`src/rtl/game_pkg.sv`:
```
// Shared game datapath definitions: direction encoding, trajectory FSM states
// and screen geometry.
package game_pkg;

  localparam logic [1:0] DIR_HOLD = 2'b00;
  localparam logic [1:0] DIR_DEC  = 2'b10;
  localparam logic [1:0] DIR_INC  = 2'b11;

  localparam int SCREEN_W = 640;
  localparam int SCREEN_H = 480;

  typedef enum logic [2:0] {
    ST_IDLE = 3'd0,
    ST_LOAD = 3'd1,
    ST_RISE = 3'd2,
    ST_FALL = 3'd3,
    ST_DONE = 3'd4
  } state_e;

endpackage

```
`src/rtl/tick_divider.sv`:
```
// Divides the shared move tick by DIV. grav_step is high during the move tick
// that completes each group of DIV ticks, so callers can act on that same edge.
module tick_divider #(
  parameter int DIV = 4
) (
  input  logic clk,
  input  logic rst,
  input  logic clr,
  input  logic tick,
  output logic grav_step
);

  localparam int CW = (DIV > 1) ? $clog2(DIV) : 1;

  logic [CW-1:0] gcnt;
  logic          last;

  assign last      = (gcnt == CW'(DIV - 1));
  assign grav_step = tick && last;

  // NOTE: state registers use non-blocking (<=) so every flop samples pre-edge values.
  always_ff @(posedge clk) begin
    if (rst || clr) begin
      gcnt <= '0;
    end else if (tick) begin
      gcnt <= last ? '0 : gcnt + CW'(1);
    end
  end

endmodule

```
`src/rtl/fruit_trajectory_ctrl.sv`:
```
// Per-fruit trajectory sequencer: launches one position updater, shapes its
// vertical speed for gravity on move ticks, and retires it off-screen or on kill.
module fruit_trajectory_ctrl #(
  parameter int SCREEN_H = 480,
  parameter int LAUNCH_Y = 479,
  parameter int GRAV_DIV = 4,
  parameter int VY_MAX   = 12
) (
  input  logic       clk,
  input  logic       rst,
  input  logic       moveclk,
  input  logic       launch,
  input  logic [9:0] launch_x,
  input  logic [9:0] launch_vx,
  input  logic [9:0] launch_vy,
  input  logic       launch_left,
  input  logic       kill,
  input  logic [9:0] posy,
  output logic       obj_rst,
  output logic       obj_en,
  output logic [9:0] init_x,
  output logic [9:0] init_y,
  output logic [9:0] vx,
  output logic [9:0] vy,
  output logic [1:0] dx,
  output logic [1:0] dy,
  output logic       active,
  output logic       done,
  output logic       sliced
);

  import game_pkg::*;

  state_e     state, state_nx;
  logic [9:0] x_nx, vx_nx, vy_nx;
  logic       left, left_nx;
  logic       sliced_nx;
  logic       grav_step;
  logic       flying, fly_nx;

  assign flying = (state == ST_RISE) || (state == ST_FALL);
  assign fly_nx = (state_nx == ST_RISE) || (state_nx == ST_FALL);

  // Gravity cadence restarts with every flight and keeps running across RISE->FALL.
  tick_divider #(.DIV(GRAV_DIV)) u_tick_divider (
    .clk       (clk),
    .rst       (rst),
    .clr       (!flying),
    .tick      (moveclk),
    .grav_step (grav_step)
  );

  // NOTE: every always_comb output gets a default first so no path infers a latch.
  always_comb begin
    state_nx  = state;
    x_nx      = init_x;
    vx_nx     = vx;
    vy_nx     = vy;
    left_nx   = left;
    sliced_nx = sliced;
    case (state)
      ST_IDLE: begin
        if (launch) begin
          x_nx      = launch_x;
          vx_nx     = launch_vx;
          vy_nx     = launch_vy;
          left_nx   = launch_left;
          sliced_nx = 1'b0;
          state_nx  = ST_LOAD;
        end
      end
      ST_LOAD: begin
        state_nx = (vy == 10'd0) ? ST_FALL : ST_RISE;
      end
      ST_RISE: begin
        if (kill) begin
          sliced_nx = 1'b1;
          state_nx  = ST_DONE;
        end else if (moveclk && (posy < vy)) begin
          // Next move would carry y through 0; start falling from rest instead.
          vy_nx    = 10'd0;
          state_nx = ST_FALL;
        end else if (grav_step) begin
          if (vy == 10'd1) begin
            vy_nx    = 10'd0;
            state_nx = ST_FALL;
          end else begin
            vy_nx = vy - 10'd1;
          end
        end
      end
      ST_FALL: begin
        if (kill) begin
          sliced_nx = 1'b1;
          state_nx  = ST_DONE;
        end else if (posy >= 10'(SCREEN_H)) begin
          sliced_nx = 1'b0;
          state_nx  = ST_DONE;
        end else if (grav_step && (vy < 10'(VY_MAX))) begin
          vy_nx = vy + 10'd1;
        end
      end
      ST_DONE: state_nx = ST_IDLE;
      default: state_nx = ST_IDLE;
    endcase
  end

  always_ff @(posedge clk) begin
    if (rst) begin
      state   <= ST_IDLE;
      init_x  <= '0;
      init_y  <= 10'(LAUNCH_Y);
      vx      <= '0;
      vy      <= '0;
      left    <= 1'b0;
      dx      <= DIR_HOLD;
      dy      <= DIR_HOLD;
      obj_rst <= 1'b1;
      obj_en  <= 1'b0;
      active  <= 1'b0;
      done    <= 1'b0;
      sliced  <= 1'b0;
    end else begin
      state   <= state_nx;
      init_x  <= x_nx;
      init_y  <= 10'(LAUNCH_Y);
      vx      <= vx_nx;
      vy      <= vy_nx;
      left    <= left_nx;
      sliced  <= sliced_nx;
      obj_rst <= (state_nx == ST_IDLE) || (state_nx == ST_LOAD);
      obj_en  <= fly_nx;
      active  <= fly_nx;
      done    <= (state_nx == ST_DONE);
      if (!fly_nx || vx_nx == 10'd0) begin
        dx <= DIR_HOLD;
      end else begin
        dx <= left_nx ? DIR_DEC : DIR_INC;
      end
      case (state_nx)
        ST_RISE: dy <= DIR_DEC;
        ST_FALL: dy <= DIR_INC;
        default: dy <= DIR_HOLD;
      endcase
    end
  end

endmodule

```
`config.mk`:
```
export PLATFORM = sky130hd
export DESIGN_NAME = fruit_trajectory_ctrl
export DESIGN_NICKNAME = d
export VERILOG_FILES = /design/src/rtl/game_pkg.sv /design/src/rtl/tick_divider.sv /design/src/rtl/fruit_trajectory_ctrl.sv
export SDC_FILE = /design/constraint.sdc
export NUM_CORES = 1
export LEC_CHECK = 0
export ABC_CLOCK_PERIOD_IN_PS = 4700
export BUFFER_PORTS_ARGS = -buffer_cell sky130_fd_sc_hd__buf_2
export CAP_MARGIN = 40
export CORE_ASPECT_RATIO = 2
export CORE_MARGIN = 5
export CORE_UTILIZATION = 30
export CTS_BUF_LIST = sky130_fd_sc_hd__clkbuf_4
export DETAILED_ROUTE_END_ITERATION = 10
export HOLD_SLACK_MARGIN = 0.02
export PLACE_DENSITY = 0.57
export RECOVER_POWER = 25
export SKIP_CTS_REPAIR_TIMING = 1
export SLEW_MARGIN = 5
export SYNTH_ARGS = -nofsm -noshare
export SYNTH_HDL_FRONTEND = slang
export SYNTH_SLANG_ARGS = --single-unit
```
`constraint.sdc`:
```
create_clock -name clk -period 4.7 [get_ports clk]
set_input_delay 1.41 -clock clk [delete_from_list [all_inputs] [get_ports clk]]
set_output_delay 1.41 -clock clk [all_outputs]
set_load 0.01 [all_outputs]
```
## Word-level counts from Yosys, hierarchy flattened

Cells that the tools add are included.

| word-level totals | value |
|---|---|
| flip-flop bits (word level) | 44 |
| bits of input ports | 46 |
| output and inout bits | 49 |
| logic and storage cells | 84 |

| operators by class | value |
|---|---|
| $add $sub $neg | 3 |
| $lt $le $gt $ge | 3 |
| equal/unequal tests | 17 |
| muxes and demuxes | 30 |
| reductions and logical operators | 19 |

Operator list:

| operator | count |
|---|---|
| $mux 10 | 10 |
| $pmux 10 s3 | 1 |
| $mux 3 | 7 |
| $logic_not 10->1 | 2 |
| $eq 3x2->1 const B | 4 |
| $pmux 3 s4 | 1 |
| $add 10x1->10 const B | 1 |
| $eq 10x1->1 const B | 1 |
| $ge 10x9->1 const B | 1 |
| $lt 10x10->1 | 1 |
| $lt 10x4->1 const B | 1 |
| $ne 2x2->1 const B | 5 |
| $sub 10x1->10 const B | 1 |
| $mux 1 | 8 |
| $reduce_and 7->1 | 1 |
| $eq 3x1->1 const B | 2 |
| $logic_not 3->1 | 2 |
| $ne 3x2->1 const B | 2 |
| $logic_or 1x1->1 | 5 |
| $pmux 2 s2 | 1 |
| $reduce_and 4->1 | 1 |
| $eq 3x3->1 const B | 1 |
| $logic_and 1x1->1 | 3 |
| $pmux 1 s3 | 1 |
| 8 further kinds | 9 |

## Depth between registers and ports, before layout

| logic depth | value |
|---|---|
| depth in word-level cells | 11 |
| depth in mapped cells | 10 |
| depth with buffers taken out | 8 |

## By module

A second synthesis with hierarchy kept.

| second synthesis, totals | value |
|---|---|
| cells, all modules | 327 |
| area, all modules | 2511.2 um^2 |

By module, submodules not included:

| module | times used | cells each | area an instance (um^2) | sequential area each (um^2) |
|---|---|---|---|---|
| fruit_trajectory_ctrl | 1 | 318 | 2409.8 | 820.8 |
| tick_divider | 1 | 9 | 101.3 | 40.0 |

## Least setup slack after synthesis

Ideal clock, no wire load.

| timing | value |
|---|---|
| path type | input port to flip-flop |
| from | input port posy[7] |
| to | register vy[6] |
| data arrival time | 3.096 ns |
| path slack | 1.471 ns |
| stages on the path | 8 |
| path buffers | 1 |
| path through | ha_1 a211oi_1 nor2_1 nor4b_2 nand2_1 clkbuf_1 a41oi_1 o22ai_2 |

| on the way | value |
|---|---|
| word-level cells in the longest chain between the ends | 5 |

Ends and longest elaborated chain:

| element | RTL line | source |
|---|---|---|
| start, declared | fruit_trajectory_ctrl.sv:18 | `input logic [9:0] posy,` |
| $lt 10x10->1 | fruit_trajectory_ctrl.sv:79 | `end else if (moveclk && (posy < vy)) begin` |
| $logic_and 1x1->1 | fruit_trajectory_ctrl.sv:79 |  |
| $mux 10 | fruit_trajectory_ctrl.sv:79 |  |
| $mux 10 | fruit_trajectory_ctrl.sv:76 | `if (kill) begin` |
| $pmux 10 s3 | fruit_trajectory_ctrl.sv:61 | `case (state)` |
| end signal, assigned | fruit_trajectory_ctrl.sv:128 | `vy <= vy_nx;` |
| end, declared | fruit_trajectory_ctrl.sv:24 | `output logic [9:0] vy,` |

Several ways; a longest one is shown, not always the timed one. The select of a mux whose other input is x is not followed.
A chain may end at the register's enable or synchronous reset.

## Final worst setup path

| timing | value |
|---|---|
| from | input port posy[7] |
| to | register vy[1] |

The elaborated chain is that of the path after synthesis.

==> impl_results.md <==
* Die height at ~140 µm
* GRT Overall Usage at roughly 16%
* CTS buffer count at 5
* CTS tree: done
* Final setup viols at 0
* Total vias in the final route at 2647
* Num rows at 48
* Kind of critical path: in -> reg
* Synth warn at 0
* Final Cycle Share at 73.34%
* Initial antenna violation count at 0
* Pre-CTS WS at 0.8665 ns
* Area grow syn2layout at 17.87%
* WL/cell at 16.72 µm
* CP Data Arrival Time at between 3 and 4 ns
* Htree depth at 2
* Fraction of layout cells with a size suffix above 1 at 25.69%
* CP endpoint kind: register
* Max Fclk at 290.1 MHz
* Avg Cell Area, Syn at 7.968 µm²
* Post-synth EDFFs at 0
* Worst hold path type: reg -> reg
* 1st-pass router iterations at 5
* Fin. Hold Viols at 0
* Most frequent cells in the layout: 77 x buf_2, 60 x nand2_1, 43 x dfxtp_1, 25 x a21oi_1, 18 x nor2_1
* Antenna violation net count after detailed routing at 0
* Final #Nets at 457
* Netlist cell types at 50
* Clock skew at 0.02023 ns
* Mapped Area at about 2600 µm²
* Routability cong. at 0.8697
* Register area share after synthesis at 33.14%
* Mapped Cells at about 330
* VDD IR max at 89.33 µV
* Non-Filler Instances at 497
* Commonest non-fill, non-tap cell in the layout: buf_2
* Worst-path clk slew at about 0.14 ns
* Final critical-path required period at 3.447 ns
* 1st-iter DRT viols at 166
* Inst Count DP at 490
* Slew headroom at -25.39%
* Failing checks: max-capacitance violations, max-slew violations
* Initial Util at 30.46%
* Vias per cell at 5.326
* HPWL Detailed at 6527 µm
* Synthesis-stage register bit count at 43
* Die X at 75.80 µm
* Clock Root Buffer: clkbuf_4
* Leak pwr at between 1 and 1.5 nW
* Die ar. at between 10000 and 15000 µm²
* Slew @ Worst Pin at 1.881 ns
* Outcome: complete, but fails checks
* Final WS setup at 1.253 ns
* CTS sink cnt at 43
* Pin count of the biggest net entering global routing at 41
* Top FF cell, synth: dfxtp_1
* Startpoint Class: input pin
* I/O Pins at 95
* Fill count at approximately 940
* Port Buffers at 84
* Power Density at 313.1 nW/µm²
* Crit path required time at approximately 5.0 ns
* Total grt overflow at 0
* MaxCap Viol Count at 1
* N_diodes at 0
* DRC Markers at 0
* Global-route wire length before repair at 13120 µm
* Clock latency at the later pin of the worst-skew pair at 0.37 ns
* Critical path fanouts, max at 12
* FFs w/ async S/R, synth at 0%
* Vias in the first global route at 2792
* Slew Viols, Final at 41
* Max clock buf depth at 2
* TNS Setup at 0 ns
* Core area at 8528 µm²
* Setup repair after global routing missed its margin: false
* Total detailed-routing wirelength at 8311 µm
-- per-layer routing --
metal	global-route usage (%)	part of all wire (%)	up-vias
li1	-	-	1290
met1	14.83	33	1206
met2	28.35	53	124
met3	3.333	7.8	27
met4	11.52	6.6	0
met5	0	0	-
-- critical path, stage by stage --
cell and delay, ns:
buf_2 0.11, ha_1 0.30, a211oi_1 0.23, nor2_1 0.08, nor4b_2 0.50, nand2_1 0.38
a211o_1 0.53, o21ai_1 0.22
-- power breakdown --
part / switching [mW] / total (mW) / internal [mW] / leakage (nW)
Sequential: 0.0448 / 0.443 / 0.399 / 0.352
Combinational: 0.209 / 0.340 / 0.130 / 0.910
Clock: 0.122 / 0.175 / 0.0532 / 0.0285
Total: 0.376 / 0.958 / 0.582 / 1.29
-- flip-flops by register name, indices dropped and copies added, names as in the netlist --
register and cells:
dy 2, obj_rst 1, done 1, init_x 10
state 3, vy 10, u_tick_divider.gcnt 2, dx 2
vx 10, left 1, sliced 1
-- cell type report --
type	instances	area [µm²]	share of cell area, %
multi-input combinational	247	1550	50.63
sequential	43	860.8	28.12
timing repair buffer	86	426.7	13.94
tap	100	125.1	4.087
inverter	14	52.55	1.716
clock buffer	5	37.54	1.226
clock inverter	2	8.758	0.2861
-- through the flow --
stage          hold slack, ns  util, %  total power [mW]  cell area [µm²]
2_1_floorplan          0.4489        -            0.6749             2628
3_3_place_gp           0.4396    35.46            0.7872             3024
5_1_grt                0.4861    35.90             1.027             3062
4_1_cts                0.4625    36.00            0.9698             3070
6_report               0.4593    35.90            0.9585             3062
3_5_place_dp           0.4450    35.46            0.7923             3024
-- kinds of logic after synthesis --
| logic type | share of synthesized area, % |
|---|---|
| buffers and inverters | 8.526 |
| other | 0.2891 |
| DFF | 33.14 |
| AOI/OAI and AO/OA | 23.22 |
| adders and majority gates | 6.744 |
| muxes | 1.156 |
| xor gates and xnor gates | 2.360 |
| and+or+nand+nor | 24.57 |
-- worst paths after layout --
| check | depth (start not counted) | slack, ns | endpoint | startpoint |
|---|---|---|---|---|
| max | 8 | 1.25 | vy[1] | posy[7] |
| min | 2 | 0.46 | init_x[4] | init_x[4] |
| max reg2reg | 8 | 1.71 | vy[1] | vy[4] |
| min reg2reg | 2 | 0.46 | init_x[4] | init_x[4] |
-- Yosys cell counts (2+ instances only) --
library cell	instances	share of area (%)
nor2_1	18	2.6
o22ai_1	3	0.72
o21ai_1	3	0.58
inv_1	12	1.7
nor3_1	9	1.7
nor2b_1	3	0.72
o21ai_0	6	1.2
a21oi_1	25	4.8
buf_2	3	0.58
and2_1	4	0.96
a41oi_1	11	3.7
inv_2	2	0.29
xnor2_1	7	2.4
and3_1	3	0.72
a211o_1	2	0.67
a2111oi_0	2	0.67
a211oi_1	3	0.87
buf_4	12	3.5
a31oi_1	7	1.7
mux2i_1	3	1.2
a22oi_1	4	1.2
nand4_1	7	1.7
buf_1	2	0.29
nand2_1	60	8.7
clkbuf_1	12	1.7
nand2b_1	2	0.48
nor4_1	6	1.4
o31ai_1	3	0.87
nand3_1	9	1.7
o22ai_2	7	3.4
ha_1	14	6.7
conb_1	2	0.29
dfxtp_1	43	33
Note: power is estimated with default switching activity, not from simulation.
